File: src/rtl/cpu_ctrl_pkg.sv
// rtl/cpu_ctrl_pkg.sv - shared state, opcode and ALU code definitions for the multicycle controller
package cpu_ctrl_pkg;

  typedef enum logic [3:0] {
    S_IDLE   = 4'd0,
    S_FETCH  = 4'd1,
    S_DECODE = 4'd2,
    S_MEMADR = 4'd3,
    S_MEMRD  = 4'd4,
    S_MEMWB  = 4'd5,
    S_MEMWR  = 4'd6,
    S_EXEC   = 4'd7,
    S_ALUWB  = 4'd8,
    S_ADDIWB = 4'd9,
    S_BRANCH = 4'd10,
    S_JUMP   = 4'd11,
    S_HALT   = 4'd12,
    S_FAULT  = 4'd13
  } state_t;

  localparam logic [3:0] OP_R    = 4'b0000;
  localparam logic [3:0] OP_LW   = 4'b0001;
  localparam logic [3:0] OP_SW   = 4'b0010;
  localparam logic [3:0] OP_BEQ  = 4'b0011;
  localparam logic [3:0] OP_ADDI = 4'b0100;
  localparam logic [3:0] OP_J    = 4'b0101;
  localparam logic [3:0] OP_HALT = 4'b1111;

  localparam logic [3:0] ALU_AND = 4'b0000;
  localparam logic [3:0] ALU_OR  = 4'b0001;
  localparam logic [3:0] ALU_ADD = 4'b0010;
  localparam logic [3:0] ALU_SUB = 4'b0110;
  localparam logic [3:0] ALU_SLT = 4'b0111;

endpackage

File: src/rtl/alu_decoder.sv
// rtl/alu_decoder.sv - combinational R-type funct to ALU operation decode
module alu_decoder
  import cpu_ctrl_pkg::*;
(
  input  logic [2:0] funct,
  output logic [3:0] alucontrol
);

  always_comb begin
    alucontrol = ALU_ADD;
    case (funct)
      3'b000:  alucontrol = ALU_ADD;
      3'b001:  alucontrol = ALU_SUB;
      3'b010:  alucontrol = ALU_AND;
      3'b011:  alucontrol = ALU_OR;
      3'b100:  alucontrol = ALU_SLT;
      default: alucontrol = ALU_ADD;
    endcase
  end

endmodule

File: src/rtl/multicycle_ctrl.sv
// rtl/multicycle_ctrl.sv - multicycle CPU sequencer owning the shared memory port
// Optional memory wait timeout enabled by defining MC_MEM_TIMEOUT_EN.
module multicycle_ctrl
  import cpu_ctrl_pkg::*;
#(
  parameter int OPW     = 4,
  parameter int TIMEOUT = 15
) (
  input  logic           clk,
  input  logic           reset,
  input  logic           run,
  input  logic [OPW-1:0] op,
  input  logic [2:0]     funct,
  input  logic           zero,
  input  logic           mem_ready,
  output logic           mem_req,
  output logic           mem_we,
  output logic           iord,
  output logic           irwrite,
  output logic           pcwrite,
  output logic           pcsrc,
  output logic           jump,
  output logic           regwrite,
  output logic           memtoreg,
  output logic           alusrc,
  output logic           regdst,
  output logic [3:0]     alucontrol,
  output logic           halted,
  output logic           fault
);

  if (TIMEOUT < 1 || TIMEOUT > 15) begin : g_bad_timeout
    $error("multicycle_ctrl: TIMEOUT must be in 1..15");
  end

  state_t     state;
  state_t     nxt;
  logic [3:0] funct_alu;

  alu_decoder u_alu_decoder (
    .funct      (funct),
    .alucontrol (funct_alu)
  );

`ifdef MC_MEM_TIMEOUT_EN
  localparam logic [3:0] WAIT_LIMIT = 4'(TIMEOUT - 1);
  logic [3:0] wait_cnt;
`endif

  always_comb begin
    nxt = state;
    case (state)
      S_IDLE, S_HALT: if (run) nxt = S_FETCH;
      S_FETCH:        if (mem_ready) nxt = S_DECODE;
      S_DECODE: begin
        case (op)
          OP_R, OP_ADDI: nxt = S_EXEC;
          OP_LW, OP_SW:  nxt = S_MEMADR;
          OP_BEQ:        nxt = S_BRANCH;
          OP_J:          nxt = S_JUMP;
          OP_HALT:       nxt = S_HALT;
          default:       nxt = S_FETCH;
        endcase
      end
      S_MEMADR: nxt = (op == OP_SW) ? S_MEMWR : S_MEMRD;
      S_MEMRD:  if (mem_ready) nxt = S_MEMWB;
      S_MEMWR:  if (mem_ready) nxt = S_FETCH;
      S_EXEC:   nxt = (op == OP_R) ? S_ALUWB : S_ADDIWB;
      S_MEMWB, S_ALUWB, S_ADDIWB, S_BRANCH, S_JUMP: nxt = S_FETCH;
      S_FAULT:  nxt = S_FAULT;
      default:  nxt = S_IDLE;
    endcase
`ifdef MC_MEM_TIMEOUT_EN
    // The request would otherwise be held forever; abandon it on the last allowed wait.
    if (mem_req && !mem_ready && wait_cnt == WAIT_LIMIT) nxt = S_FAULT;
`endif
  end

  always_ff @(posedge clk or negedge reset) begin
    if (!reset) state <= S_IDLE;
    else        state <= nxt;
  end

`ifdef MC_MEM_TIMEOUT_EN
  always_ff @(posedge clk or negedge reset) begin
    if (!reset)                                    wait_cnt <= '0;
    else if (nxt != state || mem_ready || !mem_req) wait_cnt <= '0;
    else                                           wait_cnt <= wait_cnt + 4'd1;
  end
`endif

  // Decoded from the state register so an async reset drops mem_req at once.
  always_comb begin
    mem_req    = 1'b0;
    mem_we     = 1'b0;
    iord       = 1'b0;
    irwrite    = 1'b0;
    pcwrite    = 1'b0;
    pcsrc      = 1'b0;
    jump       = 1'b0;
    regwrite   = 1'b0;
    memtoreg   = 1'b0;
    alusrc     = 1'b0;
    regdst     = 1'b0;
    alucontrol = 4'b0000;
    halted     = 1'b0;
    fault      = 1'b0;
    case (state)
      S_FETCH: begin
        mem_req    = 1'b1;
        alucontrol = ALU_ADD;
        irwrite    = mem_ready;
        pcwrite    = mem_ready;
      end
      S_MEMADR: begin
        alusrc     = 1'b1;
        alucontrol = ALU_ADD;
      end
      S_MEMRD: begin
        mem_req = 1'b1;
        iord    = 1'b1;
      end
      S_MEMWR: begin
        mem_req = 1'b1;
        iord    = 1'b1;
        mem_we  = 1'b1;
      end
      S_MEMWB: begin
        regwrite = 1'b1;
        memtoreg = 1'b1;
      end
      S_EXEC: begin
        if (op == OP_R) begin
          alucontrol = funct_alu;
        end else begin
          alusrc     = 1'b1;
          alucontrol = ALU_ADD;
        end
      end
      S_ALUWB: begin
        regwrite = 1'b1;
        regdst   = 1'b1;
      end
      S_ADDIWB: regwrite = 1'b1;
      S_BRANCH: begin
        alucontrol = ALU_SUB;
        pcsrc      = 1'b1;
        pcwrite    = zero;
      end
      S_JUMP: begin
        jump    = 1'b1;
        pcwrite = 1'b1;
      end
      S_HALT: halted = 1'b1;
`ifdef MC_MEM_TIMEOUT_EN
      S_FAULT: fault = 1'b1;
`endif
      default: ;
    endcase
  end

endmodule

File: config.mk
export PLATFORM = sky130hd
export DESIGN_NAME = multicycle_ctrl
export DESIGN_NICKNAME = d
export VERILOG_FILES = /design/src/rtl/cpu_ctrl_pkg.sv /design/src/rtl/alu_decoder.sv /design/src/rtl/multicycle_ctrl.sv
export SDC_FILE = /design/constraint.sdc
export NUM_CORES = 1
export LEC_CHECK = 0
export CAP_MARGIN = 5
export CORE_UTILIZATION = 27
export CTS_BUF_LIST = sky130_fd_sc_hd__clkbuf_8
export DETAILED_ROUTE_END_ITERATION = 8
export PLACE_DENSITY = 0.57
export SLEW_MARGIN = 25
export SYNTH_ARGS = -nofsm -noshare
export SYNTH_HDL_FRONTEND = slang
export SYNTH_SLANG_ARGS = --single-unit
File: constraint.sdc
create_clock -name clk -period 1.4 [get_ports clk]
set_clock_uncertainty 0.1 [all_clocks]
set_input_delay 0.21 -clock clk [delete_from_list [all_inputs] [get_ports clk]]
set_output_delay 0.21 -clock clk [all_outputs]
set_load 0.05 [all_outputs]
# After elaboration in Yosys (flattened, before gate mapping)
# Index checks and enable logic that the tools add are counted.
# Widths: inputs -> output; s select.
[classes]
n_eq_ne = 27
mux = 24
n_reduce_logical = 11
[ops]
columns = ["cell", "n"]
rows = [
  ["$pmux 4 s9", 1],
  ["$eq 4x4->1 const B", 7],
  ["$eq 4x3->1 const B", 6],
  ["$mux 4", 5],
  ["$pmux 4 s5", 1],
  ["$eq 4x2->1 const B", 4],
  ["$mux 1", 12],
  ["$pmux 3 s4", 1],
  ["$pmux 4 s3", 1],
  ["$reduce_or 2->1", 5],
  ["$eq 4x1->1 const B", 2],
  ["$logic_not 4->1", 2],
  ["$ne 2x2->1 const B", 4],
  ["$eq 3x2->1 const B", 2],
  ["$reduce_or 3->1", 2],
  ["$reduce_or 5->1", 1],
  ["$reduce_and 4->1", 1],
  ["$eq 3x1->1 const B", 1],
  ["$eq 3x3->1 const B", 1],
  ["$pmux 1 s3", 1],
  ["$mux 2", 1],
  ["$pmux 1 s2", 1],
]
[totals]
regBits = 4
inputBits = 12

# Longest topological paths before layout
[logic_depth]
depth_word = 4
depth_mapped = 5
ltp_nobuf = 4

# Hierarchy
# From an unflattened synthesis, not the netlist that was laid out.
[unflattened]
cells_unflattened = 106
hier_area_um2 = 703.2
[modules_own_cells]
columns = ["module", "instances", "cells_per_inst", "area_per_inst_um2"]
rows = [
  ["multicycle_ctrl", 1, 99, 654.4],
  ["alu_decoder", 1, 7, 48.8],
]

# Worst setup path before layout
# OpenSTA, ideal clock, no wires.
[synth_path]
path_type = "register to output"
start = "register state[3]"
end = "output port alucontrol[2]"
arrival_time_ps = 2124
required_ps = 1090
path_slack_ps = -1034
path_stages_with_launch = 6
n_path_buf = 1
path_cell_list = "dfrtp_1 > clkbuf_1 > nand2b_1 > nor2_1 > nand2_1 > o32ai_1"
[synth_via]
elab_chain_cells = 3
[synth_rtl]
columns = ["item", "line_no", "text"]
rows = [
  ["from (decl)", "multicycle_ctrl.sv:36", "state_t state;"],
  ["from (signal assigned)", "multicycle_ctrl.sv:81", "else state <= nxt;"],
  ["$eq 4x2->1 or $eq 4x1->1 (tied branches)", "multicycle_ctrl.sv:108", "case (state)"],
  ["$reduce_or 2->1 (no line)", "--", ""],
  ["$pmux 4 s3 (*)", "multicycle_ctrl.sv:108", ""],
  ["to (decl)", "multicycle_ctrl.sv:27", "output logic [3:0] alucontrol,"],
]
# Every way passes the cells marked *; elsewhere a longest branch is shown, timed or not.

# Worst setup path after layout
[layout_path]
start = "register state[0]"
end = "output port alucontrol[1]"
# Same word-level chain as after synthesis.

==> qor.csv <==
stage,metric,value,unit
critical_path,path_cells,clkinvlp_4 > buf_4 > o32ai_4 > buf_6,
job,drv_cap,0,
sta,fin_crit_sh,125,%
synthesis,synth-xor-area-share,4.55,%
synthesis,synth_mux_area_share,0,%
place,dp_hpwl,1.62,mm
synthesis,synth_warnings,0,
floorplanning,start_util,29.2,%
detailed_routing,drtPass1Iterations,4,
detailed_routing,drt-met1-wl,976,µm
clocking,cts.sinks,4,
finish,layout-drive-gt1-share,61.7,%
clocking,htreeDepth,1,
clocking,cts_tree,yes,
detailed_routing,finalWirelength,2.13,mm
floorplanning,rows,16,
outcome,violations,setup timing,
place,gp_congestion,0.833,
clocking,path_clk_slew,40,ps
critical_path,critPathLaunchType,flip-flop,
critical_path,path_max_fanout,6,
grt,grt_max_degree,11,
finish,largest_reg_flops,4,
critical_path,cp_top_family,buffers and inverters,
detailed_routing,via_count,840,
place,dp_cells,158,
finish,diodes,0,
clocking,cts_max_path_buffers,2,
grt,globalRouteTotalUtil,20.6,%
synthesis,synth_common_cells,"nor2_1, a21oi_1, nand2_1",
grt,antenna_found_initial,0,
finish,top_register,state,
sta,min_period,1760,ps
sta,rsz0062_at_grt,true,
critical_path,arrival,1450,ps
power_and_ir_drop,p_leak,0.000597,µW
critical_path,slowest_delay,440,ps
grt,overflow,0,
sta,max_freq,570,MHz
synthesis,synth-async-reset-ratio,100,%
detailed_routing,avgViaCountPerCell,5.00,
synthesis,ys_ff_latch,4,
outcome,outcome,"complete, but fails checks",
finish,fin_util,75.6,%
sta,hold_viol_final,0,
synthesis,synth_top_family_by_area,simple AND/OR/NAND/NOR gates,
synthesis,yosys-top-cells-area,"dfrtp_1, nor2_1, a21oi_1, nand3b_1, o32ai_1",
power_and_ir_drop,ir_drop,0.00145,V
floorplanning,die_w,48.3,µm
critical_path,cp_slowest_cell,dfrtp_2,
place,placed_cell_area,1330,µm²
sta,finalWorstSetupSlack,-356,ps
critical_path,crit_path_end_kind,output port,
clocking,clock-root-buffer,clkbuf_8,
sta,drv_slew,0,
floorplanning,dieArea,2330,µm²
sta,finalSetupViolCount,17,
synthesis,netlist_area,578,µm²
synthesis,syn_area_per_cell,7.05,µm²
synthesis,synth_top_area_share,17.3,%
grt,grt_pass1_vias,777,
power_and_ir_drop,power_density,1850,nW/µm²
detailed_routing,drcViolationCount,0,
synthesis,seq_area_frac_synth,17.3,%
floorplanning,die_h,48.3,µm
synthesis,synthAdderAreaFrac,0,%
synthesis,synth_compound_area_share,30.5,%
place,port_buffers,26,
finish,top_regs,state (4),
grt,grt_pass1_wl,3.31,mm
finish,layout.nets,154,
critical_path,worst-path-buf-inv,3,
min_path,holdCritPathClass,in -> async,
synthesis,synth_edf_count,0,
synthesis,syn-instance-count,82,
finish,areaGrowthSynthToFinish,159,%
synthesis,yosys.cell_types.count,35,
synthesis,synthSimpleGateAreaFrac,36.8,%
critical_path,crit_required,1090,ps
floorplanning,core,1980,µm²
detailed_routing,drt-wirelength-per-cell,12.7,µm
synthesis,synth_most_common_cell,nor2_1,
detailed_routing,top_layer_used,met4,
critical_path,worstSetupPathType,reg -> out,
detailed_routing,drt_iter0_markers,23,
finish,final_cell_area,1500,µm²
finish,fin_cells,168,
floorplanning,io_pins,29,
clocking,hold_buffers,0,
critical_path,rrSetupSlack,-270,ps
detailed_routing,wl_met3,71,µm
synthesis,yosys.area.top_type,dfrtp_1,
detailed_routing,ant_nets,0,
clocking,cts_buffers,3,
synthesis,ys.flop_type,dfrtp_1,
detailed_routing,wl_met2,1.08,mm
clocking,clkLatencyLatePin,220,ps
==> final timing paths <==
| path | startpoint | endpoint | depth (start not counted) |
|---|---|---|---|
| max in group asynchronous | reset | state[0] | 1 |
| worst min-delay path | reset | state[1] | 1 |
| worst min register to register | state[2] | state[3] | 2 |
| worst max-delay path | state[0] | alucontrol[1] | 4 |
| min in group clk | op[3] | state[2] | 5 |
| worst max register to register | state[0] | state[1] | 5 |
==> placed cells by master, fill, tap and decap left out, types with 3 or more instances in the layout <==
cell             netlist  layout
dlygate4sd2_1          0       4
buf_6                  1       7
buf_12                 0      12
xnor2_1                3       3
clkdlybuf4s50_1        0       5
clkbuf_8               0       3
buf_4                  2      32
nor2_4                 0       5
nand3b_1               4       4
dfrtp_2                0       3
nor2_1                10       4
a21oi_1                7       4
==> metal layers <==
metal,track usage [%],up-vias
met5,0,-
met4,7.78,0
met3,4.44,2
met2,32.5,19
met1,27.3,391
li1,-,428
==> cell type report <==
type | count | area [µm²]
well taps | 27 | 33.8
clock inverters | 1 | 3.75
fillers | 130 | 484
clock buffers | 3 | 41.3
multi-input cells | 68 | 623
inverters | 2 | 11.3
repair buffers | 63 | 681
flip-flops and latches | 4 | 104
==> cells by family after synthesis <==
kind of cell    after synthesis
other cells                   1
xor+xnor                      3
buf+inv                      11
flops                         4
compound gates               25
simple gates                 38
==> repair_timing <==
item,4_1_cts,5_1_grt
endpoints found under the setup margin,18,18
resized for setup,26,4
setup buffers,3,4
pin swaps,12,4
==> metrics by stage <==
| step | TNS, ps | setup slack [ps] | total power [µW] | hold WS (ps) |
|---|---|---|---|---|
| detailed placement | -4580 | -678 | 2270 | 323 |
| floorplan | -2440 | -300 | 1500 | -186 |
| finish | -4690 | -356 | 2770 | 90.2 |
| global route | -5620 | -403 | 2920 | 101 |
| global placement | -4450 | -655 | 2260 | 319 |
| CTS | -4670 | -341 | 2680 | 93.2 |
==> power by group <==
| part | switching [µW] | internal [µW] | leakage (µW) |
|---|---|---|---|
| sequential | 101 | 170 | 0.0000476 |
| combinational | 1150 | 1100 | 0.000523 |
| clock | 64.1 | 187 | 0.0000269 |
| total | 1320 | 1450 | 0.000597 |
No activity file was read; power rests on OpenSTA's default activity.
